$ cat src/rtl/iir_sched.sv
// Sequences one shared first-order IIR unit over the low-pass and high-pass channels per sample tick.
// Latency: tick in cycle 0 -> LP start in cycle 3, HP start in 4+D, outputs and out_valid in 6+2D.
// Backpressure: none; a tick while busy is dropped and latched in the sticky overrun flag.
//
// Ports:
//   clk, rst          single rising-edge clock, synchronous active-low reset
//   en, tick          scheduler enable and one-cycle sample request
//   rom_addr, rom_q   sample ROM address (registered) and data (2-cycle read)
//   filt_*            operand/coefficient buses, start/select, result and done strobe of the shared unit
//   low_pass,
//   high_pass         committed channel outputs, updated together
//   out_valid         one-cycle pulse when a new output pair is committed
//   busy, overrun     scheduler active, and sticky dropped-tick flag
module iir_sched #(
    parameter logic [31:0] LP_A1 = 32'h8000FC02,
    parameter logic [31:0] LP_B0 = 32'h000001FE,
    parameter logic [31:0] LP_B1 = 32'h000001FE,
    parameter logic [31:0] HP_A1 = 32'h8000DAA5,
    parameter logic [31:0] HP_B0 = 32'h0000ED52,
    parameter logic [31:0] HP_B1 = 32'h8000ED52
) (
    input  logic        clk,
    input  logic        rst,
    input  logic        en,
    input  logic        tick,
    output logic [14:0] rom_addr,
    input  logic [22:0] rom_q,
    output logic        filt_start,
    output logic        filt_sel,
    output logic [31:0] filt_x,
    output logic [31:0] filt_xp,
    output logic [31:0] filt_yp,
    output logic [31:0] filt_a1,
    output logic [31:0] filt_b0,
    output logic [31:0] filt_b1,
    input  logic [31:0] filt_y,
    input  logic        filt_done,
    output logic [31:0] low_pass,
    output logic [31:0] high_pass,
    output logic        out_valid,
    output logic        busy,
    output logic        overrun
);

    typedef enum logic [2:0] {
        S_IDLE     = 3'd0,
        S_FETCH    = 3'd1,
        S_LATCH    = 3'd2,
        S_LP_START = 3'd3,
        S_LP_WAIT  = 3'd4,
        S_HP_START = 3'd5,
        S_HP_WAIT  = 3'd6,
        S_COMMIT   = 3'd7
    } state_t;

    state_t      state;

    // Per-sample working registers. y_lp / y_hp are the committed filter
    // history; the *_new copies hold results until both channels are done so
    // the history and the outputs always move as a coherent pair.
    logic [31:0] x_cur;
    logic [31:0] x_prev;
    logic [31:0] y_lp;
    logic [31:0] y_hp;
    logic [31:0] y_lp_new;
    logic [31:0] y_hp_new;

    logic        tick_acc;

    assign tick_acc = tick & en;

    // Operand buses are pure muxes of registers that only change in LATCH and
    // COMMIT, and filt_sel only changes when a start is issued, so every bus
    // is stable from the start pulse through the matching done strobe.
    always_comb begin
        filt_x  = x_cur;
        filt_xp = x_prev;
        if (filt_sel) begin
            filt_yp = y_hp;
            filt_a1 = HP_A1;
            filt_b0 = HP_B0;
            filt_b1 = HP_B1;
        end else begin
            filt_yp = y_lp;
            filt_a1 = LP_A1;
            filt_b0 = LP_B0;
            filt_b1 = LP_B1;
        end
    end

    always_ff @(posedge clk) begin
        if (!rst) begin
            state      <= S_IDLE;
            rom_addr   <= '0;
            x_cur      <= '0;
            x_prev     <= '0;
            y_lp       <= '0;
            y_hp       <= '0;
            y_lp_new   <= '0;
            y_hp_new   <= '0;
            low_pass   <= '0;
            high_pass  <= '0;
            filt_start <= 1'b0;
            filt_sel   <= 1'b0;
            out_valid  <= 1'b0;
            busy       <= 1'b0;
            overrun    <= 1'b0;
        end else begin
            // Single-cycle strobes default low.
            filt_start <= 1'b0;
            out_valid  <= 1'b0;

            // Any enabled tick outside IDLE is dropped; remember that it happened.
            if (tick_acc && (state != S_IDLE)) begin
                overrun <= 1'b1;
            end

            case (state)
                S_IDLE: begin
                    if (tick_acc) begin
                        state <= S_FETCH;
                        busy  <= 1'b1;
                    end
                end

                // rom_addr has been stable since the previous commit, so the
                // ROM data is valid by the time LATCH samples it.
                S_FETCH: begin
                    state <= S_LATCH;
                end

                // Start pulse and channel select are issued here so that they
                // are registered outputs during LP_START itself.
                S_LATCH: begin
                    x_cur      <= {9'b0, rom_q};
                    filt_sel   <= 1'b0;
                    filt_start <= 1'b1;
                    state      <= S_LP_START;
                end

                // A done strobe coinciding with the start pulse is not a real
                // result, so START states never look at filt_done.
                S_LP_START: begin
                    state <= S_LP_WAIT;
                end

                S_LP_WAIT: begin
                    if (filt_done) begin
                        y_lp_new   <= filt_y;
                        filt_sel   <= 1'b1;
                        filt_start <= 1'b1;
                        state      <= S_HP_START;
                    end
                end

                S_HP_START: begin
                    state <= S_HP_WAIT;
                end

                S_HP_WAIT: begin
                    if (filt_done) begin
                        y_hp_new <= filt_y;
                        state    <= S_COMMIT;
                    end
                end

                S_COMMIT: begin
                    low_pass  <= y_lp_new;
                    high_pass <= y_hp_new;
                    y_lp      <= y_lp_new;
                    y_hp      <= y_hp_new;
                    x_prev    <= x_cur;
                    rom_addr  <= rom_addr + 15'd1;   // wraps 32767 -> 0 naturally
                    out_valid <= 1'b1;
                    busy      <= 1'b0;
                    filt_sel  <= 1'b0;
                    state     <= S_IDLE;
                end

                default: begin
                    state <= S_IDLE;
                    busy  <= 1'b0;
                end
            endcase
        end
    end

endmodule

$ cat config.mk
export PLATFORM = sky130hd
export DESIGN_NAME = iir_sched
export DESIGN_NICKNAME = d
export VERILOG_FILES = /design/src/rtl/iir_sched.sv
export SDC_FILE = /design/constraint.sdc
export NUM_CORES = 1
export LEC_CHECK = 0
export CORE_MARGIN = 2
export CORE_UTILIZATION = 43
export CTS_CLUSTER_SIZE = 12
export DETAILED_ROUTE_END_ITERATION = 10
export PLACE_DENSITY = 0.8
export SLEW_MARGIN = 15
export SYNTH_ARGS = -nofsm -noshare
export SYNTH_HDL_FRONTEND = slang
export SYNTH_SLANG_ARGS = --single-unit
$ cat constraint.sdc
create_clock -name clk -period 2.17 [get_ports clk]
set_clock_uncertainty 0.05 [all_clocks]
set_input_delay 0.434 -clock clk [delete_from_list [all_inputs] [get_ports clk]]
set_output_delay 0.434 -clock clk [all_outputs]
set_load 0.02 [all_outputs]
# ---- After elaboration in Yosys (flattened, before gate mapping)
# Index checks and enable logic that the tools add are counted.
dict set report word_totals {
  ff_bits 197
  latch_bits 0
  mem_bits_rw 0
  rom_bits 0
  input_bits 60
  output_inout_bits 276
  elab_cells 51
  mem_count 0
}
dict set report classes {
  addsub 1
  multipliers 0
  div 0
  magnitude_cmp 0
  n_eq_ne 10
  n_shift 0
  muxes 15
  bitwise_logic 1
  n_reduce_logical 11
}
# cell count
set ops {}
lappend ops {{$mux 32} 2}
lappend ops {{$pmux 3 s8} 1}
lappend ops {{$mux 16} 1}
lappend ops {{$add 15x1->15 const B} 1}
lappend ops {{$mux 14} 1}
lappend ops {{$eq 3x3->1 const B} 4}
lappend ops {{$mux 3} 3}
lappend ops {{$reduce_and 2->1} 4}
lappend ops {{$eq 3x2->1 const B} 2}
lappend ops {{$ne 2x2->1 const B} 3}
lappend ops {{$pmux 1 s2} 3}
lappend ops {{$mux 1} 4}
lappend ops {{$reduce_bool 2->1} 2}
lappend ops {{$eq 3x1->1 const B} 1}
lappend ops {{$logic_not 3->1} 1}
lappend ops {{$reduce_and 3->1} 1}
lappend ops {{$reduce_bool 3->1} 1}
lappend ops {{$reduce_or 2->1} 1}
lappend ops {{$and 1x1->1} 1}
lappend ops {{$logic_and 1x1->1} 1}

# ---- Logic depth before layout (Yosys ltp)
# Gate-level depths: netlist of the first run.
dict set report depth {
  depth_word 4
  mapped_depth 8
  ltp_nobuf 6
}

# ---- Worst setup path after synthesis of the first run
# No wires, ideal clock.
dict set report synth_timing {
  path_type {register to output}
  start {register filt_sel}
  end {output filt_yp[10]}
  t_arrival_ns 1.711
  t_required_ns 1.686
  slack_ns -0.025
  path_stages_with_launch 4
  n_path_buf 2
  cell_sequence {dfxtp_1 -> clkbuf_1 -> clkbuf_1 -> mux2_2}
}
dict set report synth_via {
  elab_chain_len 1
}
# element line_no
set synth_lines {}
lappend synth_lines {{start: declaration} 29} ;# output logic filt_sel,
lappend synth_lines {{start signal: assignment} 104} ;# filt_sel <= 1'b0;
lappend synth_lines {{start signal: assignment} 136} ;# filt_sel <= 1'b0;
lappend synth_lines {{start signal: assignment} 150} ;# filt_sel <= 1'b1;
lappend synth_lines {{$mux 32} 78} ;# if (filt_sel) begin
lappend synth_lines {{end: declaration} 32} ;# output logic [31:0] filt_yp,
# Every way passes these cells.

# ---- Worst setup path after layout of the first run
dict set report layout_timing {
  start {register filt_sel}
  end {output filt_yp[29]}
}
# The elaborated chain is that of the path after synthesis.

==> results of run 1 <==
[per-layer routing]
| layer | track usage (%) | share of wire [%] | up-vias |
|---|---|---|---|
| met2 | 35.2 | 51 | 227 |
| met5 | 0 | 0 | - |
| met3 | 5.99 | 7.4 | 21 |
| met4 | 5.73 | 1.4 | 0 |
| met1 | 24.1 | 41 | 3281 |
| li1 | - | - | 3522 |
[registers in the layout (all words and copies together), names as in the netlist]
signal,flops
filt_start,1
filt_sel,1
y_hp,32
rom_addr,15
y_lp_new,32
y_lp,32
out_valid,1
state,3
filt_x,23
y_hp_new,32
overrun,1
busy,1
filt_xp,23
[cell usage after synthesis]
library cell  count
and2_1            5
nor3_1            1
nand3_2           1
mux2_2           32
ha_1              5
and3_1            4
a22oi_1           1
o21ai_0           3
mux2i_1           3
nand4_1           1
nor2_1           15
o21ba_2           1
nand2_1         357
buf_4           114
clkbuf_1         41
xnor2_1           2
dfxtp_1         197
o21ai_1           1
o22ai_1           1
or3_1             4
and4_4            1
a21oi_1         185
a2bb2oi_2         1
inv_1             5
nand2b_1          5
conb_1            2
nand4_2           1
nand3_1           8
buf_2            25
o211ai_1          1
nor2b_1           1
o211a_1           1
xor2_1            7
and4_1            2
[cell families (layout without fill, tap and decap cells)]
kind of cell    after synthesis  in the layout  share of synthesized area, %
flops                       197            197                          47.8
fa+ha+maj                     5              5                         0.758
other cells                   2             87                        0.0910
compound gates              195            195                          12.1
xor+xnor                      9              9                         0.955
mux                          35             35                          4.73
buf+inv                     185            309                          14.0
simple gates                406            406                          19.6
[power groups by stage]
stage                     registers [W]  clock network [W]  logic, W
final                           0.00383            0.00319   0.00129
after global routing            0.00385            0.00341   0.00141
after CTS                       0.00383            0.00323   0.00130
after detailed placement        0.00391                  0   0.00129
after global placement          0.00391                  0   0.00127
after floorplan                 0.00401                  0  0.000827
[per-stage QoR]
step	std cells	utilization [%]	area, um2	setup slack [ps]	total power (W)
6_report	1477	59.2	11100	60.9	0.00832
5_1_grt	1477	59.2	11100	-9.10	0.00866
4_1_cts	1477	59.3	11100	2.84	0.00836
3_5_place_dp	1445	56.3	10600	215	0.00520
3_3_place_gp	1445	56.3	10600	247	0.00518
2_1_floorplan	1119	-	8580	163	0.00483
[cells in the final DEF (no fill, tap or decap), types with 2 or more instances in the layout]
cell type / n
buf_4: 12
inv_6: 5
inv_8: 2
clkinv_4: 2
ha_1: 5
nand2b_1: 5
nand2_1: 356
dfxtp_1: 196
xor2_1: 7
inv_1: 3
nand3_1: 7
o21ai_0: 3
clkbuf_16: 17
mux2i_1: 3
dlygate4sd2_1: 12
a21oi_1: 185
clkdlybuf4s15_1: 21
or3_1: 4
clkinvlp_4: 5
xnor2_1: 2
and2_1: 4
clkbuf_2: 11
clkdlybuf4s50_1: 201
and3_1: 4
and4_1: 2
bufinv_16: 2
conb_1: 87
nand3_2: 2
dlymetal6s2s_1: 3
nor2_1: 15
mux2_2: 32
buf_12: 12
[worst max-delay path, delay by kind of cell (launching register included)]
kind                   cells  cell delay [ps]
buffers and inverters      2              470
DFF                        1              380
muxes                      1              350
[worst paths after layout]
kind                from           to  slack (ps)  cells after the start
max             filt_sel  filt_yp[29]          60                      3
min          y_hp_new[7]      y_hp[7]         400                      2
max reg2reg     state[0]  rom_addr[7]         290                      5
min reg2reg  y_hp_new[7]      y_hp[7]         400                      2
[final cells by class]
type / instances / area, um2
fill: 1663 / 7660
sequential: 197 / 3950
multi-input combinational: 737 / 3490
timing repair buffer: 272 / 2750
clock buffer: 18 / 429
tap: 234 / 293
clock inverter: 14 / 165
inverter: 5 / 27.5
==> flow_summary.json, run 1 <==
{
  "p_switching_w": 0.00234,
  "synth_area_leaders": "dfxtp_1, nand2_1, a21oi_1, buf_4, mux2_2",
  "drt-pass1-iter-count": 4,
  "cts_setup_buffers": 0,
  "dp_hpwl_um": 14300,
  "ys_seq_area_share_pct": 47.8,
  "cts_buffers": 17,
  "cp-end-kind": "output pin",
  "slowest_delay_ps": 380,
  "ys_ff_latch": 197,
  "syn_to_final_growth_pct": 34.5,
  "cts_root_buffer": "clkbuf_16",
  "track_usage_pct": 20.2,
  "start_kind": "flip-flop",
  "htree_levels": 4,
  "grt_start_max_net_pins": 52,
  "synthDistinctLibCells": 34,
  "combinationalPowerShare_pct": 15.5,
  "cts-resized-gates": 54,
  "status": "complete, no violations",
  "ctsLongestPathBuffers": 2,
  "drt-initial-drc-count": 357,
  "fin_nets": 1295,
  "yosys_warnings": 0,
  "clock_sinks": 197,
  "synth_cells": 1034,
  "grt_pass1_vias": 6438,
  "synth.cell_area_um2": 8260,
  "cts_hold_buf": 0,
  "power_frac_clock_pct": 38.4,
  "tns_ps": 0,
  "vias": 7051,
  "row_count": 50,
  "vias_per_cell": 4.77,
  "syn_area_per_cell_um2": 7.99,
  "io_pins": 336,
  "p_per_area_nw_per_um2": 749,
  "routedWlPerCell_um": 14.2,
  "critPathSlowestCell": "dfxtp_4",
  "drt-total-wl_um": 20900,
  "cp.arrival_ps": 1630,
  "sequentialPowerShare_pct": 46.0,
  "fp.dieW_um": 143,
  "clkLatencyLatePin_ps": 430,
  "required_ps": 1690,
  "finalMaxSlewViolations": 0,
  "hold_viol_final": 0,
  "core_area_um2": 18800,
  "ant_nets": 0,
  "setup_violations": 0,
  "cp_max_fo": 22,
  "drv_cap": 0,
  "p_int_w": 0.00597,
  "grt_antenna_before_repair": 0,
  "synth.top_cell.area_share_pct": 47.8,
  "hold_ws_ps": 399,
  "cts_tree": "done",
  "numPortBuffers": 248,
  "num_antenna_cells": 0,
  "ir_worst_vdd_mv": 0.525,
  "die_area_um2": 20300,
  "max_freq_mhz": 474,
  "grt_pass1_wl_um": 32800,
  "die_h_um": 143,
  "grt-ovfl-total": 0,
  "gp_congestion": 0.762,
  "path_cells": "buf_12 > mux2_2 > clkdlybuf4s15_1",
  "crit_type": "flip-flop to output pin",
  "yosysTopAreaCell": "dfxtp_1",
  "grt_setup_unrepaired": "yes",
  "p_leak_nw": 4.06,
  "start_util_pct": 44.0,
  "period_minus_slack_ps": 2110,
  "clk_pin_slew_ps": 70,
  "drive_above_1_share_pct": 8.77,
  "post-route-period-util_pct": 97.2,
  "sw_frac_of_total_pct": 28.2,
  "drc": 0,
  "hold_path.class": "flip-flop to flip-flop"
}
Power figures use the tool's default switching activity.
==> run 2, diff against run 1 <==
CORE_UTILIZATION = 37   (was 43)
PLACE_DENSITY = 0.7   (was 0.8)
==> flow_summary.json, run 2 (same netlist as run 1, synthesis figures left out) <==
{
  "fin_area_um2": 11100,
  "drive_above_1_share_pct": 10.8,
  "holdPathStages": 2,
  "row_count": 54,
  "cts_tree": "done",
  "crit_path_end": "filt_yp[3]",
  "cp.depth": 3,
  "drc": 0,
  "reg2regPathDepth": 5,
  "drt-pass1-iter-count": 4,
  "ant_nets": 0,
  "fp.dieW_um": 153,
  "finalMaxSlewViolations": 0,
  "io_pins": 336,
  "hold_path.class": "flip-flop to flip-flop",
  "p_switching_w": 0.00236,
  "cts_root_buffer": "clkbuf_16",
  "grt_antenna_before_repair": 0,
  "core_area_um2": 21900,
  "track_usage_pct": 18.2,
  "routedWlPerCell_um": 14.3,
  "clk_pin_slew_ps": 70,
  "period_minus_slack_ps": 2110,
  "grt-ovfl-total": 0,
  "startpoint": "filt_sel",
  "cpLargestDelayFamily": "buffers and inverters",
  "final_common_cell": "nand2_1",
  "sequentialPowerShare_pct": 46.8,
  "r2r_start": "state[0]",
  "final_cell_mix": "nand2_1, clkdlybuf4s50_1, dfxtp_1",
  "p_int_w": 0.00585,
  "dp_hpwl_um": 14800,
  "ir_worst_vdd_mv": 0.506,
  "hold_viol_final": 0,
  "tns_ps": 0,
  "start_util_pct": 37.7,
  "r2r_slack_ps": 340,
  "die_area_um2": 23500,
  "drt-initial-drc-count": 339,
  "die_h_um": 153,
  "max_freq_mhz": 474,
  "htree_levels": 4,
  "fin_nets": 1300,
  "clkLatencyLatePin_ps": 430,
  "critPathSlowestCell": "dfxtp_4",
  "power_frac_clock_pct": 37.4,
  "combinationalPowerShare_pct": 15.8,
  "grt_setup_unrepaired": "no",
  "cts_hold_buf": 0,
  "drv_cap": 0,
  "cp_max_fo": 16,
  "vias": 6971,
  "numPortBuffers": 248,
  "cp-end-kind": "output pin",
  "p_leak_nw": 4.06,
  "drt-total-wl_um": 21800,
  "ctsLongestPathBuffers": 2,
  "status": "complete, no violations",
  "reg2reg_to": "rom_addr[13]",
  "cts_buffers": 17,
  "fin_cells": 1528,
  "clock_sinks": 197,
  "required_ps": 1690,
  "dp_cells": 1492,
  "sw_frac_of_total_pct": 28.7,
  "vias_per_cell": 4.56,
  "path_cells": "buf_12 > mux2_2 > clkdlybuf4s15_2",
  "gp_congestion": 0.762,
  "p_per_area_nw_per_um2": 738,
  "start_kind": "flip-flop",
  "setup_violations": 0,
  "num_antenna_cells": 0,
  "crit_buf_inv": 2,
  "post-route-period-util_pct": 97.1,
  "slowest_delay_ps": 420,
  "grt_pass1_wl_um": 35100,
  "grt_pass1_vias": 6739,
  "placed_cell_area_um2": 10600,
  "crit_type": "flip-flop to output pin",
  "grt_start_max_net_pins": 54,
  "syn_to_final_growth_pct": 34.7,
  "cp.arrival_ps": 1620
}
==> run 2: changes by cell type in the layout (fill, tap and decap cells not counted), moves of 3 or more <==
cell,delta
clkdlybuf4s15_2,+4
clkinvlp_4,-3
buf_2,+16
clkdlybuf4s15_1,-21
buf_4,+3
dlymetal6s2s_1,-3
clkbuf_8,+3
==> run 2: how the worst min path moves through the flow <==
| stage | startpoint | to | slack, ps |
|---|---|---|---|
| after global placement | y_hp_new[1] | y_hp[1] | 390 |
| after detailed placement | y_hp_new[28] | y_hp[28] | 390 |
| final | y_hp_new[22] | y_hp[22] | 400 |
| after CTS | y_hp_new[22] | y_hp[22] | 400 |
| after floorplan | y_lp_new[11] | y_lp[11] | 380 |
| after global routing | y_lp_new[25] | y_lp[25] | 410 |
==> run 2: power by group through the flow <==
| stage | clock network [W] | logic (W) | registers (W) |
|---|---|---|---|
| global route | 0.00330 | 0.00142 | 0.00386 |
| floorplan | 0 | 0.000827 | 0.00401 |
| finish | 0.00307 | 0.00130 | 0.00384 |
| global placement | 0 | 0.00128 | 0.00392 |
| CTS | 0.00316 | 0.00130 | 0.00384 |
| detailed placement | 0 | 0.00129 | 0.00392 |
==> run 2: layout make-up <==
class	instances	area, um2
timing repair buffer	277	2730
inverter	5	27.5
clock inverter	12	108
clock buffer	20	467
tap	280	350
sequential	197	3950
multi-input combinational	737	3490
fill	2117	10800
==> run 2: stage by stage <==
stage | setup WS (ps) | power [W] | util, % | hold WS (ps)
6_report | 61.9 | 0.00821 | 50.8 | 398
3_3_place_gp | 176 | 0.00520 | 48.4 | 387
3_5_place_dp | 168 | 0.00521 | 48.4 | 394
2_1_floorplan | 163 | 0.00483 | - | 382
5_1_grt | 2.51 | 0.00858 | 50.8 | 412
4_1_cts | -26.2 | 0.00830 | 51.1 | 402
==> run 2: routing by layer <==
layer	track usage (%)	share of wire, %
met3	6.35	7.8
met4	4.46	1.3
met2	31.6	48
met5	0	0
met1	21.7	43
==> run 2: tightest hold or removal path: cells and delay by family, from the launching register on <==
kind,cells,cell delay [ps]
flip-flops,1,310
AO/OA/AOI/OAI,1,50
AND/OR/NAND/NOR,1,50
==> run 2: repair_timing <==
action	CTS	global route
setup buffers	3	0
setup endpoints to repair	45	12
gates resized for setup	118	13
gates cloned	1	0
==> RTL edit, RTL diff (flow settings as in run 1) <==
Make the reset (`rst`) asynchronous in one clocked block. Comments in the files are not updated.
--- a/src/rtl/iir_sched.sv
+++ b/src/rtl/iir_sched.sv
@@ -90,3 +90,3 @@
 
-    always_ff @(posedge clk) begin
+    always_ff @(posedge clk or negedge rst) begin
         if (!rst) begin
Behaviour: differs if rst is asserted again (counterexample within 4 cycles, from zero or initial values and one cycle with rst low); with rst held inactive, the same outputs for 10 cycles.
==> RTL edit against run 1 <==
Synthesized area is 6.3% higher; synthesized cell count is 40% lower; non-clock buffer count is 4 lower; count of clock-buffer cells in the layout is 1 lower; sequential cell count stayed put; global-route usage is 2.7 points lower; die area is 6.2% higher; setup slack better by 3.8 ps; wire length is 9.9% lower; design area is 5.1% higher.
Power is not compared: it rests on default switching activity, and its combinational part moved more than twofold at a synthesized area within 25%.
==> RTL edit: results (changes against run 1) <==
| Metric | Value |
|---|---|
| Synthesized-area fraction occupied by ao, oa, aoi and oai cells | 0.869% (-11 points) |
| Number of unique standard cell types used by synthesis | 31 (-8.8%) |
| Xor/xnor cell area share of the yosys netlist | 1.40% (+0.44 points) |
| Detailed-placement wirelength estimate | 13100 um (-8.2%) |
| Routed wl met2 | 9680 um (-8.5%) |
| Fraction of met2 tracks used by global routing | 29.8% (-5.4 points) |
| Crit Reg-Reg Startpoint | state[0]$_DFFE_PN0P_ |
| Main area contributors after synthesis | dfrtp_1 56%, mux2_2 27%, buf_4 9.7%, xor2_1 1.1%, buf_2 1.0% |
| Proportion of synthesized area in mux cells | 26.8% (+22 points) |
| CTS Hold Buffers Added | 1 (+1) |
| Cell with the biggest individual delay on the critical path | dfrtp_2 |
| Run status | completed |
| Met1 routed wirelength after detailed routing | 7540 um (-11%) |
| Routability cong. | 0.783 (+2.8%) |
| Share of layout cells above drive strength 1 | 34.7% (+26 points) |
| Async set or reset register ratio after synthesis | 100% (+100 points) |
| Worst reg2reg endpoint | state[1]$_DFFE_PN0P_ |
| Wire length of the first global-routing pass | 29700 um (-9.4%) |
| Starting DRC count in detailed routing | 141 (-61%) |
| Number of instances in the placed design | 1101 (-24%) |
| Worst slack after detailed placement | 140 ps (-75.3 ps) |
| Cell count of the worst hold path | 1 (-1) |
| Commonest cells in the synthesized netlist | 209 x mux2_2, 197 x dfrtp_1, 113 x buf_4 |
| Post-CTS Repair Setup Buffers | 1 (+1) |
| GRT Util Overall | 17.5% (-2.7 points) |
| Mean area per synthesized cell | 14.2 um^2 (+78%) |
| Avg WL per Cell | 16.6 um (+17%) |
| Maximum cell stage delay along the critical path | 420 ps (+40 ps) |
| Final Worst Setup Slack | 64.7 ps (+3.78 ps) |
| Startpoint of the worst hold path | rom_addr[14]$_DFFE_PN0P_ |
RTL edit: changes by cell type in the layout (fill, tap and decap cells not counted), sizes merged, moves of 18 or more:
cell	change
nand2	-349
dfrtp	+197
buf	+18
dfxtp	-197
a21oi	-180
mux2	+177
RTL edit: worst max-delay path by stage:
stage | from | to | depth (start not counted)
floorplan | filt_sel$_DFFE_PN0P_ | filt_a1[10] | 4
global placement | filt_sel$_DFFE_PN0P_ | filt_b1[3] | 3
detailed placement | filt_sel$_DFFE_PN0P_ | filt_b1[5] | 3
CTS | filt_sel$_DFFE_PN0P_ | filt_yp[3] | 3
global route | filt_sel$_DFFE_PN0P_ | filt_yp[4] | 3
finish | filt_sel$_DFFE_PN0P_ | filt_yp[1] | 3
RTL edit: cell type report:
class	instances	area [um^2]
well taps	270	338
flip-flops and latches	197	4930
clock buffers	17	425
clock inverters	15	190
repair buffers	268	2610
inverters	7	30.0
multi-input cells	363	3150
fillers	1628	8430
